## src/rtl/mem_addr_pkg.sv

```systemverilog
// Shared types for the memory-stage address unit: access modes and sequencer states.
package mem_addr_pkg;

  typedef enum logic [1:0] {
    MODE_ALU  = 2'd0,
    MODE_SP   = 2'd1,
    MODE_PUSH = 2'd2,
    MODE_POP  = 2'd3
  } op_mode_e;

  typedef enum logic [1:0] {
    ST_IDLE = 2'd0,
    ST_REQ  = 2'd1,
    ST_DONE = 2'd2
  } state_e;

endpackage

```

## src/rtl/mem_addr_unit_sp_reg.sv

```systemverilog
// Stack-pointer register: reset value, direct load, and +/- SP_STEP on commit strobes.
module sp_reg #(
  parameter int          ADDR_W   = 32,
  parameter int          SP_STEP  = 4,
  parameter logic [31:0] SP_RESET = 32'h0000_FFFC
) (
  input  logic              clk,
  input  logic              rst_n,
  input  logic              load_i,
  input  logic [ADDR_W-1:0] wdata_i,
  input  logic              inc_i,
  input  logic              dec_i,
  output logic [ADDR_W-1:0] sp_o
);

  localparam logic [ADDR_W-1:0] RST_V  = ADDR_W'(SP_RESET);
  localparam logic [ADDR_W-1:0] STEP_V = ADDR_W'(SP_STEP);

  logic [ADDR_W-1:0] sp_q, sp_d;

  // Arithmetic wraps modulo 2^ADDR_W by construction.
  always_comb begin
    sp_d = sp_q;
    if (load_i)     sp_d = wdata_i;
    else if (inc_i) sp_d = sp_q + STEP_V;
    else if (dec_i) sp_d = sp_q - STEP_V;
  end

  always_ff @(posedge clk or negedge rst_n) begin
    if (!rst_n) sp_q <= RST_V;
    else        sp_q <= sp_d;
  end

  assign sp_o = sp_q;

endmodule

```

## src/rtl/mem_addr_unit.sv

```systemverilog
// Memory-stage address generator and access sequencer (IDLE -> REQ -> DONE).
// Optional MEM_ALIGN_CHECK_EN: misaligned accesses skip the request and pulse fault with done.
module mem_addr_unit
  import mem_addr_pkg::*;
#(
  parameter int          ADDR_W   = 32,
  parameter int          SP_STEP  = 4,
  parameter logic [31:0] SP_RESET = 32'h0000_FFFC
) (
  input  logic              clk,
  input  logic              rst_n,
  input  logic              op_valid,
  input  logic [1:0]        op_mode,
  input  logic [ADDR_W-1:0] alu_addr,
  input  logic              sp_load,
  input  logic [ADDR_W-1:0] sp_wdata,
  input  logic              mem_ack,
  output logic              mem_req,
  output logic [ADDR_W-1:0] mem_addr,
  output logic [ADDR_W-1:0] sp_out,
  output logic              busy,
  output logic              done,
  output logic              fault,
  output logic [1:0]        dbg_state
);

  // Handshake: mem_req rises the cycle after acceptance and holds with a
  // stable mem_addr until mem_ack is seen high on a rising edge; the
  // pipeline holds op_valid until the unit leaves IDLE.

  localparam logic [ADDR_W-1:0] STEP_V = ADDR_W'(SP_STEP);

  state_e            state_q, state_d;
  op_mode_e          mode_q, mode_d;
  logic [ADDR_W-1:0] addr_q, addr_d;
  logic              fault_q, fault_d;
  logic [ADDR_W-1:0] calc_addr;
  logic              misaligned;
  logic              sp_ld, sp_inc, sp_dec;

  sp_reg #(
    .ADDR_W  (ADDR_W),
    .SP_STEP (SP_STEP),
    .SP_RESET(SP_RESET)
  ) u_sp_reg (
    .clk    (clk),
    .rst_n  (rst_n),
    .load_i (sp_ld),
    .wdata_i(sp_wdata),
    .inc_i  (sp_inc),
    .dec_i  (sp_dec),
    .sp_o   (sp_out)
  );

  always_comb begin
    calc_addr = alu_addr;
    case (op_mode_e'(op_mode))
      MODE_ALU:  calc_addr = alu_addr;
      MODE_SP:   calc_addr = sp_out;
      MODE_PUSH: calc_addr = sp_out - STEP_V;
      MODE_POP:  calc_addr = sp_out;
      default:   calc_addr = alu_addr;
    endcase
  end

`ifdef MEM_ALIGN_CHECK_EN
  localparam logic [ADDR_W-1:0] ALIGN_MASK = STEP_V - 1'b1;
  assign misaligned = |(calc_addr & ALIGN_MASK);
`else
  assign misaligned = 1'b0;
`endif

  always_comb begin
    state_d = state_q;
    mode_d  = mode_q;
    addr_d  = addr_q;
    fault_d = fault_q;
    sp_ld   = 1'b0;
    sp_inc  = 1'b0;
    sp_dec  = 1'b0;
    case (state_q)
      ST_IDLE: begin
        if (sp_load) begin
          sp_ld = 1'b1;
        end else if (op_valid) begin
          mode_d = op_mode_e'(op_mode);
          if (misaligned) begin
            fault_d = 1'b1;
            state_d = ST_DONE;
          end else begin
            fault_d = 1'b0;
            addr_d  = calc_addr;
            state_d = ST_REQ;
          end
        end
      end
      ST_REQ: begin
        if (mem_ack) begin
          sp_inc  = (mode_q == MODE_POP);
          sp_dec  = (mode_q == MODE_PUSH);
          state_d = ST_DONE;
        end
      end
      ST_DONE: begin
        fault_d = 1'b0;
        state_d = ST_IDLE;
      end
      default: state_d = ST_IDLE;
    endcase
  end

  always_ff @(posedge clk or negedge rst_n) begin
    if (!rst_n) begin
      state_q <= ST_IDLE;
      mode_q  <= MODE_ALU;
      addr_q  <= '0;
      fault_q <= 1'b0;
    end else begin
      state_q <= state_d;
      mode_q  <= mode_d;
      addr_q  <= addr_d;
      fault_q <= fault_d;
    end
  end

  assign mem_req   = (state_q == ST_REQ);
  assign mem_addr  = addr_q;
  assign busy      = (state_q != ST_IDLE);
  assign done      = (state_q == ST_DONE);
  assign fault     = (state_q == ST_DONE) && fault_q;
  assign dbg_state = state_q;

endmodule

```

## config.mk

```make
export PLATFORM = sky130hd
export DESIGN_NAME = mem_addr_unit
export DESIGN_NICKNAME = d
export VERILOG_FILES = /design/src/rtl/mem_addr_pkg.sv /design/src/rtl/mem_addr_unit_sp_reg.sv /design/src/rtl/mem_addr_unit.sv
export SDC_FILE = /design/constraint.sdc
export NUM_CORES = 1
export LEC_CHECK = 0
export ABC_CLOCK_PERIOD_IN_PS = 4370
export CAP_MARGIN = 30
export CELL_PAD_IN_SITES_DETAIL_PLACEMENT = 0
export CELL_PAD_IN_SITES_GLOBAL_PLACEMENT = 2
export CORE_ASPECT_RATIO = 1.5
export CORE_MARGIN = 2
export CORE_UTILIZATION = 30
export DETAILED_ROUTE_END_ITERATION = 10
export PLACE_DENSITY_LB_ADDON = 0.3
export SYNTH_ARGS = -nofsm -noshare
export SYNTH_HDL_FRONTEND = slang
export SYNTH_SLANG_ARGS = --single-unit
```

## constraint.sdc

```tcl
create_clock -name clk -period 4.37 [get_ports clk]
set_clock_uncertainty 0.15 [all_clocks]
set_input_delay 0.437 -clock clk [delete_from_list [all_inputs] [get_ports clk]]
set_output_delay 0.437 -clock clk [all_outputs]
set_load 0.05 [all_outputs]
```

Word level (Yosys, flattened, before mapping)
Cells that the tools add are included.
{ "op_classes": {"muxes": 17, "n_reduce_logical": 10, "eq_ne": 10, "add_sub_neg": 2, "bitwise_logic": 1} }
{ "ops": {"columns": ["operator", "n"], "rows": [
  ["$mux W32", 3],
  ["$pmux W32 S3", 1],
  ["$add A32 B3 Y32 const B", 1],
  ["$sub A32 B3 Y32 const B", 1],
  ["$eq A2 B2 Y1 const B", 5],
  ["$reduce_and A3 Y1", 3],
  ["$mux W1", 8],
  ["$mux W2", 3],
  ["$ne A2 B2 Y1 const B", 3],
  ["$eq A2 B1 Y1 const B", 2],
  ["$logic_not A2 Y1", 2],
  ["$pmux W2 S2", 1],
  ["$reduce_bool A2 Y1", 2],
  ["$reduce_bool A3 Y1", 1],
  ["$pmux W1 S2", 1],
  ["$reduce_or A2 Y1", 1],
  ["$logic_and A1 B1 Y1", 1],
  ["$not A1 Y1", 1]
]} }
{ "word_totals": {"inputBits": 71, "out_inout_bits": 70, "reg_bits": 69, "word_cells": 45} }

Depth between registers and ports, before layout
Gate-level depths: netlist of the first run.
{ "logic_depth": {"ltp_word": 6, "depth_mapped": 9, "mapped_depth_nobuf": 7} }

Cells and area by module
From an unflattened synthesis of the first run, not the netlist that was laid out.
{ "hier_totals": {"cells_unflattened": 646, "hier_area_um2": 5366.4} }
{ "modules_own_cells": {"columns": ["mod", "area_per_inst_um2", "cells_each", "seq_area_each_um2", "n_inst"], "rows": [
  ["sp_reg", 3090.5, 374, 818.3, 1],
  ["mem_addr_unit", 2275.9, 272, 900.9, 1]
]} }

Worst setup path after synthesis of the first run
Ideal clock, no wire load.
{ "synth_path": {"kind": "register to register", "from": "register u_sp_reg.sp_q[15], in the netlist u_sp_reg.sp_o[15]", "to": "register u_sp_reg.sp_q[31], in the netlist u_sp_reg.sp_o[31]", "period_less_slack_ps": 2686, "setup_time_ps": 126, "required_time_ps": 4094, "path_stages_with_launch": 7, "arrival_ps": 2410, "path_slack_ps": 1684, "n_path_buf": 1, "path_cell_list": "dfstp_2 > buf_4 > nand4_1 > nor4_1 > nand4_1 > a31o_2 > a221o_1"} }
{ "synth_between": {"elab_chain_cells": 4, "word_cells_on_any_way": 5, "cone_classes": "add/sub: 2; mux: 3"} }
{ "synth_lines": {"columns": ["element", "line_no", "source"], "rows": [
  ["start, declared", "mem_addr_unit_sp_reg.sv:19", "logic [ADDR_W-1:0] sp_q, sp_d;"],
  ["start signal, assigned", "mem_addr_unit_sp_reg.sv:31", "else sp_q <= sp_d;"],
  ["$sub A32 B3 Y32", "mem_addr_unit_sp_reg.sv:26", "else if (dec_i) sp_d = sp_q - STEP_V;"],
  ["$mux W32", "mem_addr_unit_sp_reg.sv:26", null],
  ["$mux W32 *", "mem_addr_unit_sp_reg.sv:25", "else if (inc_i) sp_d = sp_q + STEP_V;"],
  ["$mux W32 *", "mem_addr_unit_sp_reg.sv:24", "if (load_i) sp_d = wdata_i;"]
]} }
Mark *: on every way between the ends. The rest lies on a longest branch, timed or not. The select of a mux whose other input is x is not followed.
A chain may end at the register's enable or synchronous reset.

Worst setup path in the final report of the first run
{ "layout_path": {"from": "input sp_load", "to": "register addr_q[16], in the netlist mem_addr[16]"} }
{ "layout_between": {"elab_chain_cells": 2} }
{ "layout_lines": {"columns": ["element", "line_no", "source"], "rows": [
  ["start, declared", "mem_addr_unit.sv:15", "input logic sp_load,"],
  ["$not A1 Y1 (no line)", null, null],
  ["$reduce_and A3 Y1 (no line)", null, null],
  ["end signal, assigned", "mem_addr_unit.sv:121", "addr_q <= addr_d;"],
  ["end, declared", "mem_addr_unit.sv:35", "logic [ADDR_W-1:0] addr_q, addr_d;"]
]} }
No other way between the ends.

==> results_tabular.tex, run 1 <==
\begin{tabular}{lr}
\hline
Metric & Value \\
\hline
\multicolumn{2}{l}{\textbf{Status}} \\
Result of the run & finished clean \\
\multicolumn{2}{l}{\textbf{Pwr}} \\
Tot Pwr & 3620 uW \\
Power per standard cell area & approximately 530 nW/um\^{}2 \\
Max VDD drop & between 0.2 and 0.25 mV \\
P\_leak & 0.00244 uW \\
\multicolumn{2}{l}{\textbf{Logic synthesis}} \\
Post-synth top area share & 27.0\% \\
Xor and xnor fraction of the mapped netlist area & under 10\% \\
Cell taking the most area after synthesis & dfrtp\_1 \\
Count of warnings emitted by yosys & 0 \\
Synthesized netlist net count & around 710 \\
Cell types occupying the most area after synthesis & dfrtp\_1 27\%, dfstp\_2 7.4\%, nor2\_1 4.9\% \\
Synth Area in Simple Gates & a little under a third \\
Number of distinct standard cells referenced by the synthesized netlist & 72 \\
Async SR Flop Fraction & 100\% \\
Synthesized instance count & 632 \\
Syn Std Cell Area & 5000 um\^{}2 \\
Count of flip-flops with a built-in enable after synthesis & 0 \\
Mux cell area share after synthesis & 2.68\% \\
Most frequently used flop master after synthesis & dfrtp\_1 \\
Dominant combinational cell family by area after synthesis & simple AND/OR/NAND/NOR gates \\
Synthesized flop and latch total & 68 \\
Post-synthesis adder-cell area fraction & 0.500\% \\
Complex-gate fraction of the synthesized area & between 20\% and 30\% \\
Sequential cell area fraction in the yosys report & around a third \\
Mean post-synth cell area & between 7 and 8 um\^{}2 \\
\multicolumn{2}{l}{\textbf{Die}} \\
Total die area & 17700 um\^{}2 \\
Number of placed I/O pins & 141 \\
Core Box Area & 16300 um\^{}2 \\
Die Height & between 150 and 200 um \\
Core Rows & 57 \\
Initial core utilization & 30.8\% \\
Die width & 109 um \\
\multicolumn{2}{l}{\textbf{Job}} \\
Number of max-cap violations & 0 \\
\multicolumn{2}{l}{\textbf{Global route}} \\
GRT Total Usage & 22.1\% \\
Antenna violations before repair & 0 \\
Number of global-route vias before repair & 5327 \\
Maximum number of pins on one net before global-route repair & 53 \\
Grt total ovfl & 0 \\
First-pass GRT wire length & 30200 um \\
\multicolumn{2}{l}{\textbf{Layout}} \\
Core utilization of the finished layout & 41.7\% \\
Ratio of cells with drive above 1 in the final layout & 8.61\% \\
Fin cells & 938 \\
Diode insertion count for antenna repair & 0 \\
Count of filler cells inserted in the layout & 1671 \\
Area grow syn2layout & 35.6\% \\
Final \#Nets & 800 \\
\multicolumn{2}{l}{\textbf{Critical path}} \\
CP arrival & about 2.9 ns \\
CP endpoint kind & flip-flop \\
Required @ worst endpoint & 4.41 ns \\
Biggest fanout along the worst timing path & 52 \\
Setup Crit Path Kind & in2reg \\
Critical path startpoint category & primary input \\
\multicolumn{2}{l}{\textbf{Timing}} \\
Fmax & 348 MHz \\
Minimum clock period & 2.87 ns \\
Slew Limit Fails & 0 \\
Count of final setup violators & 0 \\
Tcrit/Tclk final & 65.7\% \\
RSZ-0062 raised after global routing & false \\
Transition time at the pin with the least slew margin & roughly 0.79 ns \\
Max-slew headroom at the worst pin & 47.3\% \\
Worst slack on hold paths & 0.0227 ns \\
Total negative slack & 0 ns \\
Hold violation count in the final report & 0 \\
\multicolumn{2}{l}{\textbf{Clock network}} \\
Root buf cell & clkbuf\_16 \\
Clock latency at the later pin of the worst-skew pair & 0.34 ns \\
TritonCTS buffer count & 9 \\
Clock Sinks & 68 \\
Clock-pin transition on the worst setup and hold timing paths & 0.06 ns \\
Count of H-tree levels built during CTS & 3 \\
Clock tree from TritonCTS & yes \\
Resized Gates After CTS & 0 \\
Maximum clock insertion buffer count & 2 \\
Hold-fix buffers, CTS & 0 \\
Post-CTS setup-driven buffer insertion count & 0 \\
\multicolumn{2}{l}{\textbf{Routing}} \\
Final Routed Wirelength & around 19000 um \\
Via density per instance & between 5 and 6 \\
Final routed wire length divided by cell count & 20.7 um \\
Number of iterations in the first detailed-routing pass & 5 \\
Remaining design rule violation count & 0 \\
Residual antenna-violating net count after detailed routing & 0 \\
DR iter-0 viols & 549 \\
Number of vias after detailed routing & between 5k and 6k \\
\multicolumn{2}{l}{\textbf{Hold path}} \\
Worst hold path class & in2async \\
\multicolumn{2}{l}{\textbf{Place}} \\
Placed wire-length estimate & between 10000 and 15000 um \\
Placed cell count & 922 \\
Final RePlAce weighted congestion & 0.900 \\
Count of buffers inserted at the top-level ports & 139 \\
\hline
\end{tabular}
==> final timing paths <==
path	start	to	slack, ns	cells after the start
worst max register to register	u_sp_reg.sp_o[2]$_DFFE_PN1P_	u_sp_reg.sp_o[18]$_DFFE_PN0P_	1.53	7
worst min register to register	mem_addr[3]$_DFFE_PN0P_	mem_addr[3]$_DFFE_PN0P_	0.33	2
worst min-delay path	rst_n	mem_addr[23]$_DFFE_PN0P_	0.02	1
max in group asynchronous	rst_n	u_sp_reg.sp_o[9]$_DFFE_PN1P_	3.04	2
worst max-delay path	sp_load	mem_addr[16]$_DFFE_PN0P_	1.50	6
min in group clk	mem_addr[3]$_DFFE_PN0P_	mem_addr[3]$_DFFE_PN0P_	0.33	2
==> kinds of logic after synthesis <==
| kind of cell | count (synthesis) |
|---|---|
| AO/OA/AOI/OAI | 163 |
| XOR/XNOR | 20 |
| adder cells (fa/ha/maj) | 2 |
| buffers and inverters | 77 |
| flip-flops | 68 |
| multiplexers | 13 |
| other | 1 |
| AND/OR/NAND/NOR | 288 |
==> registers in the layout (all words and copies together) (netlist names) <==
| name | count |
|---|---|
| u_sp_reg.sp_o | 32 |
| mem_addr | 32 |
| dbg_state | 2 |
| mode_q | 2 |
==> metal layers <==
| layer | GRT usage (%) | share of wire (%) | up-vias |
|---|---|---|---|
| met2 | 33.8 | 47 | 260 |
| met3 | 4.01 | 7.0 | 35 |
| met4 | 8.06 | 2.5 | 0 |
| met1 | 30.9 | 44 | 2629 |
| met5 | 0 | 0 | - |
| li1 | - | - | 2583 |
==> cell usage after synthesis (all sizes together), types with 6 or more instances <==
| cell type | count |
|---|---|
| a221oi | 10 |
| nand3 | 22 |
| a21oi | 30 |
| a22oi | 6 |
| xor2 | 10 |
| nor4 | 31 |
| a31oi | 9 |
| clkbuf | 49 |
| nand4 | 28 |
| dfstp | 14 |
| mux2i | 10 |
| o22ai | 23 |
| nor2 | 65 |
| and3 | 10 |
| inv | 8 |
| nor3 | 17 |
| or3 | 18 |
| buf | 20 |
| nand2 | 62 |
| o21ai | 40 |
| or4 | 9 |
| a221o | 7 |
| dfrtp | 54 |
| xnor2 | 10 |
==> area by class of cell <==
type / count / area (um^2) / area share, %
clock buffers: 9 / 225 / 3.32
clock inverters: 7 / 98.8 / 1.46
inverters: 8 / 30.0 / 0.443
multi-input cells: 487 / 2960 / 43.6
flip-flops and latches: 68 / 1720 / 25.4
well taps: 206 / 258 / 3.80
repair buffers: 153 / 1490 / 22.0
==> power breakdown <==
group	internal, uW	switching (uW)	total (uW)
Sequential	829	327	1160
Clock	503	303	806
Combinational	585	1080	1660
Total	1920	1710	3620
==> per-stage QoR <==
stage / setup WS [ns] / instance area (um^2)
after CTS: 1.53 / 6780
after global placement: 1.40 / 6460
after detailed placement: 1.24 / 6460
after floorplan: 1.68 / 5000
final: 1.50 / 6780
after global routing: 1.31 / 6780
==> worst max-delay path, cell delays in order <==
cell             delay, ns
clkdlybuf4s50_1       0.46
or4b_2                0.62
buf_4                 0.30
nor2_1                0.35
nand2_1               0.25
o311ai_0              0.48
==> placed cells by master (no fill, tap or decap), drive strengths merged, types with 14 or more instances in the layout <==
cell | synthesis | layout
nor2 | 65 | 65
nand4 | 28 | 28
nand2 | 62 | 62
a21oi | 30 | 30
nor4 | 31 | 31
o22ai | 23 | 23
dfstp | 14 | 14
dfrtp | 54 | 54
nand3 | 22 | 22
nor3 | 17 | 17
o21ai | 40 | 40
buf | 20 | 15
clkdlybuf4s50 | 0 | 138
or3 | 18 | 18
No activity file was read; power rests on OpenSTA's default activity.
==> run 2: changes to the inputs <==
- ABC_CLOCK_PERIOD_IN_PS: 4370 -> 2620
- CORE_UTILIZATION: 30 -> 25
- clock period: 4.37 -> 2.62 ns (I/O delays scaled with it)
==> results_tabular.tex, run 2 (synthesized netlist as in run 1, its figures left out) <==
\begin{tabular}{lr}
\hline
Metric & Value \\
\hline
\multicolumn{2}{l}{\textbf{Timing}} \\
Slew Limit Fails & 0 (unchanged) \\
RSZ-0062 raised after global routing & false (unchanged) \\
Transition time at the pin with the least slew margin & 0.639 ns (was 0.788 ns) \\
Hold violation count in the final report & 0 (unchanged) \\
Tcrit/Tclk final & 94.4\% \\
Fmax & 404 MHz \\
Minimum clock period & around 2.5 ns \\
Count of final setup violators & 0 (unchanged) \\
Total negative slack & 0 ns (unchanged) \\
Max-slew headroom at the worst pin & 57.4\% (was 47.3\%) \\
\multicolumn{2}{l}{\textbf{Layout}} \\
Most used cells in the layout excluding fill and tap cells & 138 x clkdlybuf4s50\_1, 69 x buf\_4, 65 x nor2\_1 (was 138 x clkdlybuf4s50\_1, 65 x nor2\_1, 62 x nand2\_1) \\
Area grow syn2layout & 46.2\% (was 35.6\%) \\
Diode insertion count for antenna repair & 0 (unchanged) \\
Fin cells & 1051 (was 938) \\
Most common cell after layout, fill and taps aside & clkdlybuf4s50\_1 (unchanged) \\
Final \#Nets & 859 (was 800) \\
Count of filler cells inserted in the layout & 2081 (was 1671) \\
Sequential cell area & 1720 um\^{}2 (unchanged) \\
Footprint of the multi-input gates & 2980 um\^{}2 (was 2960 um\^{}2) \\
Ratio of cells with drive above 1 in the final layout & 15.5\% (was 8.61\%) \\
\multicolumn{2}{l}{\textbf{Critical path}} \\
CP arrival & 2.54 ns (was 2.91 ns) \\
Worst-path cell with the longest stage delay & or4b\_4 (was or4b\_2) \\
CP endpoint kind & flip-flop (unchanged) \\
Ordered list of cells on the worst path & inv\_1 > ha\_1 > or4b\_4 > or3\_4 > o31a\_1 > nor4\_1 > o31ai\_1 (was clkdlybuf4s50\_1 > or4b\_2 > buf\_4 > nor2\_1 > nand2\_1 > o311ai\_0) \\
Max incr delay on CP & 0.55 ns (was 0.62 ns) \\
Setup Crit Path Kind & reg2reg (was in2reg) \\
Required @ worst endpoint & 2.68 ns (was 4.41 ns) \\
Critical path startpoint category & flip-flop (was primary input) \\
Biggest fanout along the worst timing path & 10 (was 52) \\
\multicolumn{2}{l}{\textbf{Clock network}} \\
Maximum clock insertion buffer count & 2 (unchanged) \\
Clock latency at the later pin of the worst-skew pair & 0.34 ns (about the same) \\
Clock-pin transition on the worst setup and hold timing paths & 0.06 ns (about the same) \\
TritonCTS buffer count & 9 (unchanged) \\
Root buf cell & clkbuf\_16 (unchanged) \\
Count of H-tree levels built during CTS & 3 (unchanged) \\
Post-CTS setup-driven buffer insertion count & 0 (unchanged) \\
Clock tree from TritonCTS & yes (unchanged) \\
Clock Sinks & 68 (unchanged) \\
\multicolumn{2}{l}{\textbf{Place}} \\
Count of buffers inserted at the top-level ports & 139 (unchanged) \\
Placed wire-length estimate & 16400 um (was 14100 um) \\
Final RePlAce weighted congestion & 0.878 (was 0.900) \\
Placed cell count & 1034 (was 922) \\
\multicolumn{2}{l}{\textbf{Die}} \\
Number of placed I/O pins & 141 (unchanged) \\
Core Box Area & 19700 um\^{}2 (was 16300 um\^{}2) \\
Core Rows & 63 (was 57) \\
Total die area & 21200 um\^{}2 (was 17700 um\^{}2) \\
Initial core utilization & 25.4\% (was 30.8\%) \\
Die Height & 177 um (was 162 um) \\
Die width & 119 um (was 109 um) \\
\multicolumn{2}{l}{\textbf{Global route}} \\
Antenna violations before repair & 0 (unchanged) \\
Busiest metal layer after global routing & met2 (unchanged) \\
Number of global-route vias before repair & 5569 (was 5327) \\
Global-route track usage on met1 & 27.5\% (was 30.9\%) \\
Met2 Resource Use GR & 33.6\% (was 33.8\%) \\
GRT Total Usage & 20.4\% (was 22.1\%) \\
First-pass GRT wire length & 33100 um (was 30200 um) \\
Maximum number of pins on one net before global-route repair & 52 (was 53) \\
Met3 track utilization from global routing & 2.67\% (was 4.01\%) \\
Grt total ovfl & 0 (unchanged) \\
\multicolumn{2}{l}{\textbf{Routing}} \\
Number of vias after detailed routing & 5642 (was 5507) \\
Final Routed Wirelength & 21600 um (was 19400 um) \\
Final routed wire length divided by cell count & 20.6 um (was 20.7 um) \\
Remaining design rule violation count & 0 (unchanged) \\
Via density per instance & 5.37 (was 5.87) \\
Number of iterations in the first detailed-routing pass & 5 (unchanged) \\
Residual antenna-violating net count after detailed routing & 0 (unchanged) \\
DR iter-0 viols & 498 (was 549) \\
\multicolumn{2}{l}{\textbf{Status}} \\
Result of the run & finished clean (unchanged) \\
\multicolumn{2}{l}{\textbf{Pwr}} \\
Power per standard cell area & 845 nW/um\^{}2 (was 534 nW/um\^{}2) \\
P\_leak & 0.00273 uW (was 0.00244 uW) \\
Max VDD drop & 0.258 mV (was 0.203 mV) \\
\multicolumn{2}{l}{\textbf{Job}} \\
Number of max-cap violations & 0 (unchanged) \\
\multicolumn{2}{l}{\textbf{Hold path}} \\
Worst hold path class & in2reg (was in2async) \\
\hline
\end{tabular}
run 2: cell types whose count changed in the layout (fill, tap and decap cells not counted), moves of 2 or more:
cell,before,now
buf_12,0,3
buf_4,14,69
clkbuf_1,0,2
clkinv_2,1,3
clkinv_4,2,0
nor4_1,29,27
nor4_2,2,4
run 2: worst paths after layout:
check / slack, ns / to / start / cells past startpoint
setup / recovery: 0.15 / u_sp_reg.sp_o[18]$_DFFE_PN0P_ / u_sp_reg.sp_o[2]$_DFFE_PN1P_ / 7
hold / removal: 0.29 / u_sp_reg.sp_o[12]$_DFFE_PN1P_ / sp_wdata[12] / 3
setup reg to reg: 0.15 / u_sp_reg.sp_o[18]$_DFFE_PN0P_ / u_sp_reg.sp_o[2]$_DFFE_PN1P_ / 7
hold reg to reg: 0.33 / mem_addr[1]$_DFFE_PN0P_ / mem_addr[1]$_DFFE_PN0P_ / 2
max in group asynchronous: 1.24 / u_sp_reg.sp_o[5]$_DFFE_PN1P_ / rst_n / 3
min in group asynchronous: 0.32 / u_sp_reg.sp_o[25]$_DFFE_PN0P_ / rst_n / 2
run 2: worst max-delay path: cells and delay by family (launching register included):
family          cells  cell delay [ns]
compound gates      2             0.39
simple gates        3             1.23
buf+inv             1             0.05
flops               1             0.37
fa+ha+maj           1             0.15
run 2: power by group:
part | switching (uW) | leakage, uW | internal (uW)
clock network | 484 | 0.000139 | 733
logic | 2100 | 0.00181 | 1150
registers | 332 | 0.000783 | 1380
total | 2910 | 0.00273 | 3270
run 2: cell type report:
cell class	instances	share of cell area [%]
multi-input combinational	487	40.8
clock buffer	11	3.18
clock inverter	5	0.718
timing repair buffer	212	27.0
tap	260	4.45
sequential	68	23.5
inverter	8	0.410
run 2: repair_timing:
action	CTS	global route
endpoints found under the setup margin	0	4
hold buffers	1	0
endpoints found under the hold margin	23	0
resized for setup	0	3
run 2: layer usage:
metal	routed length, um	vias to the layer above
met3	1060	24
met1	9580	2720
met4	480	0
met5	0	-
li1	-	2704
met2	10500	194
run 2: metrics by stage:
step | power (uW) | utilization [%] | cell area, um^2 | hold slack [ns] | worst slack [ns]
2_1_floorplan | 3670 | - | 5010 | -0.184 | 0.00277
3_3_place_gp | 4950 | 35.5 | 7000 | 0.166 | 0.0841
3_5_place_dp | 4970 | 35.5 | 7000 | 0.177 | 0.00404
4_1_cts | 6210 | 37.0 | 7300 | 0.279 | 0.00181
5_1_grt | 6490 | 37.1 | 7320 | 0.316 | 0.0149
6_report | 6180 | 37.1 | 7320 | 0.286 | 0.146
==> run 3: changes to the inputs <==
- CAP_MARGIN: 30 -> 20
- CORE_UTILIZATION: 25 -> 33
- DONT_BUFFER_PORTS: not set -> 1
==> results_tabular.tex, run 3 (synthesized netlist as in run 1, its figures left out) <==
\begin{tabular}{lr}
\hline
Metric & Value \\
\hline
\multicolumn{2}{l}{\textbf{Critical path}} \\
Critical path startpoint category & flip-flop (unchanged) \\
Setup Crit Path Kind & reg2reg (unchanged) \\
Startpoint of the worst-slack reg-to-reg timing path & u\_sp\_reg.sp\_o[12]\$\_DFFE\_PN1P\_ (was u\_sp\_reg.sp\_o[2]\$\_DFFE\_PN1P\_) \\
Endpoint of the worst register-to-register path & u\_sp\_reg.sp\_o[31]\$\_DFFE\_PN0P\_ (was u\_sp\_reg.sp\_o[18]\$\_DFFE\_PN0P\_) \\
Reg2Reg Setup Slack & 0.13 ns (was 0.15 ns) \\
CP arrival & 2.57 ns (was 2.54 ns) \\
CP endpoint kind & flip-flop (unchanged) \\
Number of cell instances on the worst register-to-register path & 6 (was 7) \\
Biggest fanout along the worst timing path & 6 (was 10) \\
Required @ worst endpoint & 2.70 ns (was 2.68 ns) \\
\multicolumn{2}{l}{\textbf{Global route}} \\
Antenna violations before repair & 0 (unchanged) \\
Maximum number of pins on one net before global-route repair & 69 (was 52) \\
First-pass GRT wire length & 30700 um (was 33100 um) \\
Number of global-route vias before repair & 5341 (was 5569) \\
Grt total ovfl & 0 (unchanged) \\
GRT Total Usage & 24.3\% (was 20.4\%) \\
\multicolumn{2}{l}{\textbf{Timing}} \\
Fmax & 401 MHz (was 404 MHz) \\
Hold violation count in the final report & 0 (unchanged) \\
Slew Limit Fails & 0 (unchanged) \\
Total negative slack & 0 ns (unchanged) \\
Count of final setup violators & 0 (unchanged) \\
RSZ-0062 raised after global routing & false (unchanged) \\
Max-slew headroom at the worst pin & 59.2\% (was 57.4\%) \\
Tcrit/Tclk final & 95.1\% (was 94.4\%) \\
Transition time at the pin with the least slew margin & 0.610 ns (was 0.639 ns) \\
Minimum clock period & 2.49 ns (was 2.47 ns) \\
\multicolumn{2}{l}{\textbf{Layout}} \\
Area grow syn2layout & 25.9\% (was 46.2\%) \\
Most used cells in the layout excluding fill and tap cells & 80 x buf\_4, 65 x nor2\_1, 62 x nand2\_1 (was 138 x clkdlybuf4s50\_1, 69 x buf\_4, 65 x nor2\_1) \\
Count of filler cells inserted in the layout & 1555 (was 2081) \\
Fin cells & 894 (was 1051) \\
Final \#Nets & 763 (was 859) \\
Most common cell after layout, fill and taps aside & buf\_4 (was clkdlybuf4s50\_1) \\
Diode insertion count for antenna repair & 0 (unchanged) \\
Ratio of cells with drive above 1 in the final layout & 19.4\% (was 15.5\%) \\
\multicolumn{2}{l}{\textbf{Pwr}} \\
Fraction of power consumed by the clock network & 23.7\% (was 19.7\%) \\
P\_leak & 0.00239 uW (was 0.00273 uW) \\
Register share of total power & 40.4\% (was 27.7\%) \\
Switching Fraction & 49.4\% (was 47.1\%) \\
Power per standard cell area & 910 nW/um\^{}2 (was 845 nW/um\^{}2) \\
Sw power & 2830 uW (was 2910 uW) \\
Max VDD drop & 0.436 mV (was 0.258 mV) \\
Logic gate share of total power & 35.9\% (was 52.6\%) \\
Cell-internal power & 2900 uW (was 3270 uW) \\
\multicolumn{2}{l}{\textbf{Place}} \\
Placed cell count & 843 (was 1034) \\
Count of buffers inserted at the top-level ports & 0 (was 139) \\
Placed wire-length estimate & 14600 um (was 16400 um) \\
Final RePlAce weighted congestion & 0.865 (was 0.878) \\
\multicolumn{2}{l}{\textbf{Routing}} \\
Number of iterations in the first detailed-routing pass & 5 (unchanged) \\
Residual antenna-violating net count after detailed routing & 0 (unchanged) \\
DR iter-0 viols & 406 (was 498) \\
Final Routed Wirelength & 19700 um (was 21600 um) \\
Final routed wire length divided by cell count & 22.0 um (was 20.6 um) \\
Via density per instance & 6.00 (was 5.37) \\
Number of vias after detailed routing & 5363 (was 5642) \\
Remaining design rule violation count & 0 (unchanged) \\
\multicolumn{2}{l}{\textbf{Clock network}} \\
Clock latency at the later pin of the worst-skew pair & 0.35 ns (was 0.34 ns) \\
Root buf cell & clkbuf\_16 (unchanged) \\
Post-CTS setup-driven buffer insertion count & 0 (unchanged) \\
Clock tree from TritonCTS & yes (unchanged) \\
Count of H-tree levels built during CTS & 3 (unchanged) \\
Maximum clock insertion buffer count & 2 (unchanged) \\
Clock-pin transition on the worst setup and hold timing paths & 0.06 ns (about the same) \\
Clock Sinks & 68 (unchanged) \\
TritonCTS buffer count & 9 (unchanged) \\
\multicolumn{2}{l}{\textbf{Die}} \\
Total die area & 16200 um\^{}2 (was 21200 um\^{}2) \\
Number of placed I/O pins & 141 (unchanged) \\
Die Height & 155 um (was 177 um) \\
Core Rows & 55 (was 63) \\
Die width & 105 um (was 119 um) \\
Core Box Area & 14900 um\^{}2 (was 19700 um\^{}2) \\
Initial core utilization & 33.5\% (was 25.4\%) \\
\multicolumn{2}{l}{\textbf{Job}} \\
Number of max-cap violations & 0 (unchanged) \\
\multicolumn{2}{l}{\textbf{Hold path}} \\
Worst hold path endpoint & u\_sp\_reg.sp\_o[25]\$\_DFFE\_PN0P\_ (was u\_sp\_reg.sp\_o[12]\$\_DFFE\_PN1P\_) \\
Hold path start & sp\_wdata[25] (was sp\_wdata[12]) \\
Worst hold path class & in2reg (unchanged) \\
Worst hold path cell count & 2 (was 3) \\
\multicolumn{2}{l}{\textbf{Status}} \\
Result of the run & finished clean (unchanged) \\
\hline
\end{tabular}
-- run 3: cell types whose count changed in the layout (fill, tap and decap cells not counted) --
cell             change
buf_12               -2
buf_16               +1
buf_2                -1
buf_4               +11
bufinv_16            +1
clkbuf_1             -2
clkdlybuf4s50_1    -138
clkinv_2             -2
clkinvlp_4           +1
dlygate4sd3_1       +33
inv_6                +2
nor4_1               -1
nor4_2               +1
-- run 3: critical path, cell delays in order (launching register included) --
cell,delay [ns]
dfstp_2,0.60
buf_4,0.16
nand4_1,0.25
nor4_2,0.44
nand4_1,0.20
a31o_2,0.29
a221o_1,0.29
-- run 3: power by group through the flow --
stage               registers (uW)  logic, uW  clock network (uW)
floorplan                     2600       1070                   0
global placement              2320       1940                   0
detailed placement            2330       1970                   0
CTS                           2310       2040                1380
global route                  2360       2220                1430
finish                        2320       2050                1360
-- run 3: worst max-delay path by stage --
stage                                  startpoint                             to  slack [ns]  depth (start not counted)
global route         u_sp_reg.sp_o[3]$_DFFE_PN1P_  u_sp_reg.sp_o[24]$_DFFE_PN0P_      0.0002                          7
global placement     u_sp_reg.sp_o[3]$_DFFE_PN1P_  u_sp_reg.sp_o[23]$_DFFE_PN0P_        0.03                          8
CTS                  u_sp_reg.sp_o[3]$_DFFE_PN1P_  u_sp_reg.sp_o[18]$_DFFE_PN0P_        0.03                          7
finish              u_sp_reg.sp_o[12]$_DFFE_PN1P_  u_sp_reg.sp_o[31]$_DFFE_PN0P_        0.13                          6
detailed placement   u_sp_reg.sp_o[3]$_DFFE_PN1P_  u_sp_reg.sp_o[16]$_DFFE_PN0P_        0.06                          8
floorplan            u_sp_reg.sp_o[2]$_DFFE_PN1P_       mem_addr[12]$_DFFE_PN0P_       0.003                          9
-- run 3: per-layer routing --
| metal | track usage, % | share of wire (%) |
|---|---|---|
| met4 | 10.8 | 3.4 |
| met3 | 3.92 | 6.0 |
| met1 | 32.2 | 43 |
| met5 | 0 | 0 |
| met2 | 38.9 | 47 |
-- run 3: timing repair --
item | in CTS | in global routing
endpoints found under the setup margin | 0 | 10
hold buffers | 35 | 0
hold endpoints to repair | 106 | 0
resized for setup | 0 | 4
-- run 3: area by class of cell --
class                      count  area, um^2  area share [%]
clock buffer                   9         225            3.58
clock inverter                 7        97.6            1.55
inverter                       8        30.0           0.477
multi-input combinational    487        2990            47.4
sequential                    68        1720            27.3
tap                          199         249            3.95
timing repair buffer         116         988            15.7
-- run 3: per-stage QoR --
stage	hold WS, ns	cell area, um^2	setup WS (ns)	util (%)	total power (uW)
detailed placement	-0.181	5580	0.0586	37.4	4300
global placement	-0.181	5580	0.0340	37.4	4270
finish	0.00142	6300	0.127	42.2	5730
CTS	0.00213	6270	0.0342	42.0	5740
global route	0.0107	6300	0.000162	42.2	6010
floorplan	-0.184	5010	0.00277	-	3670
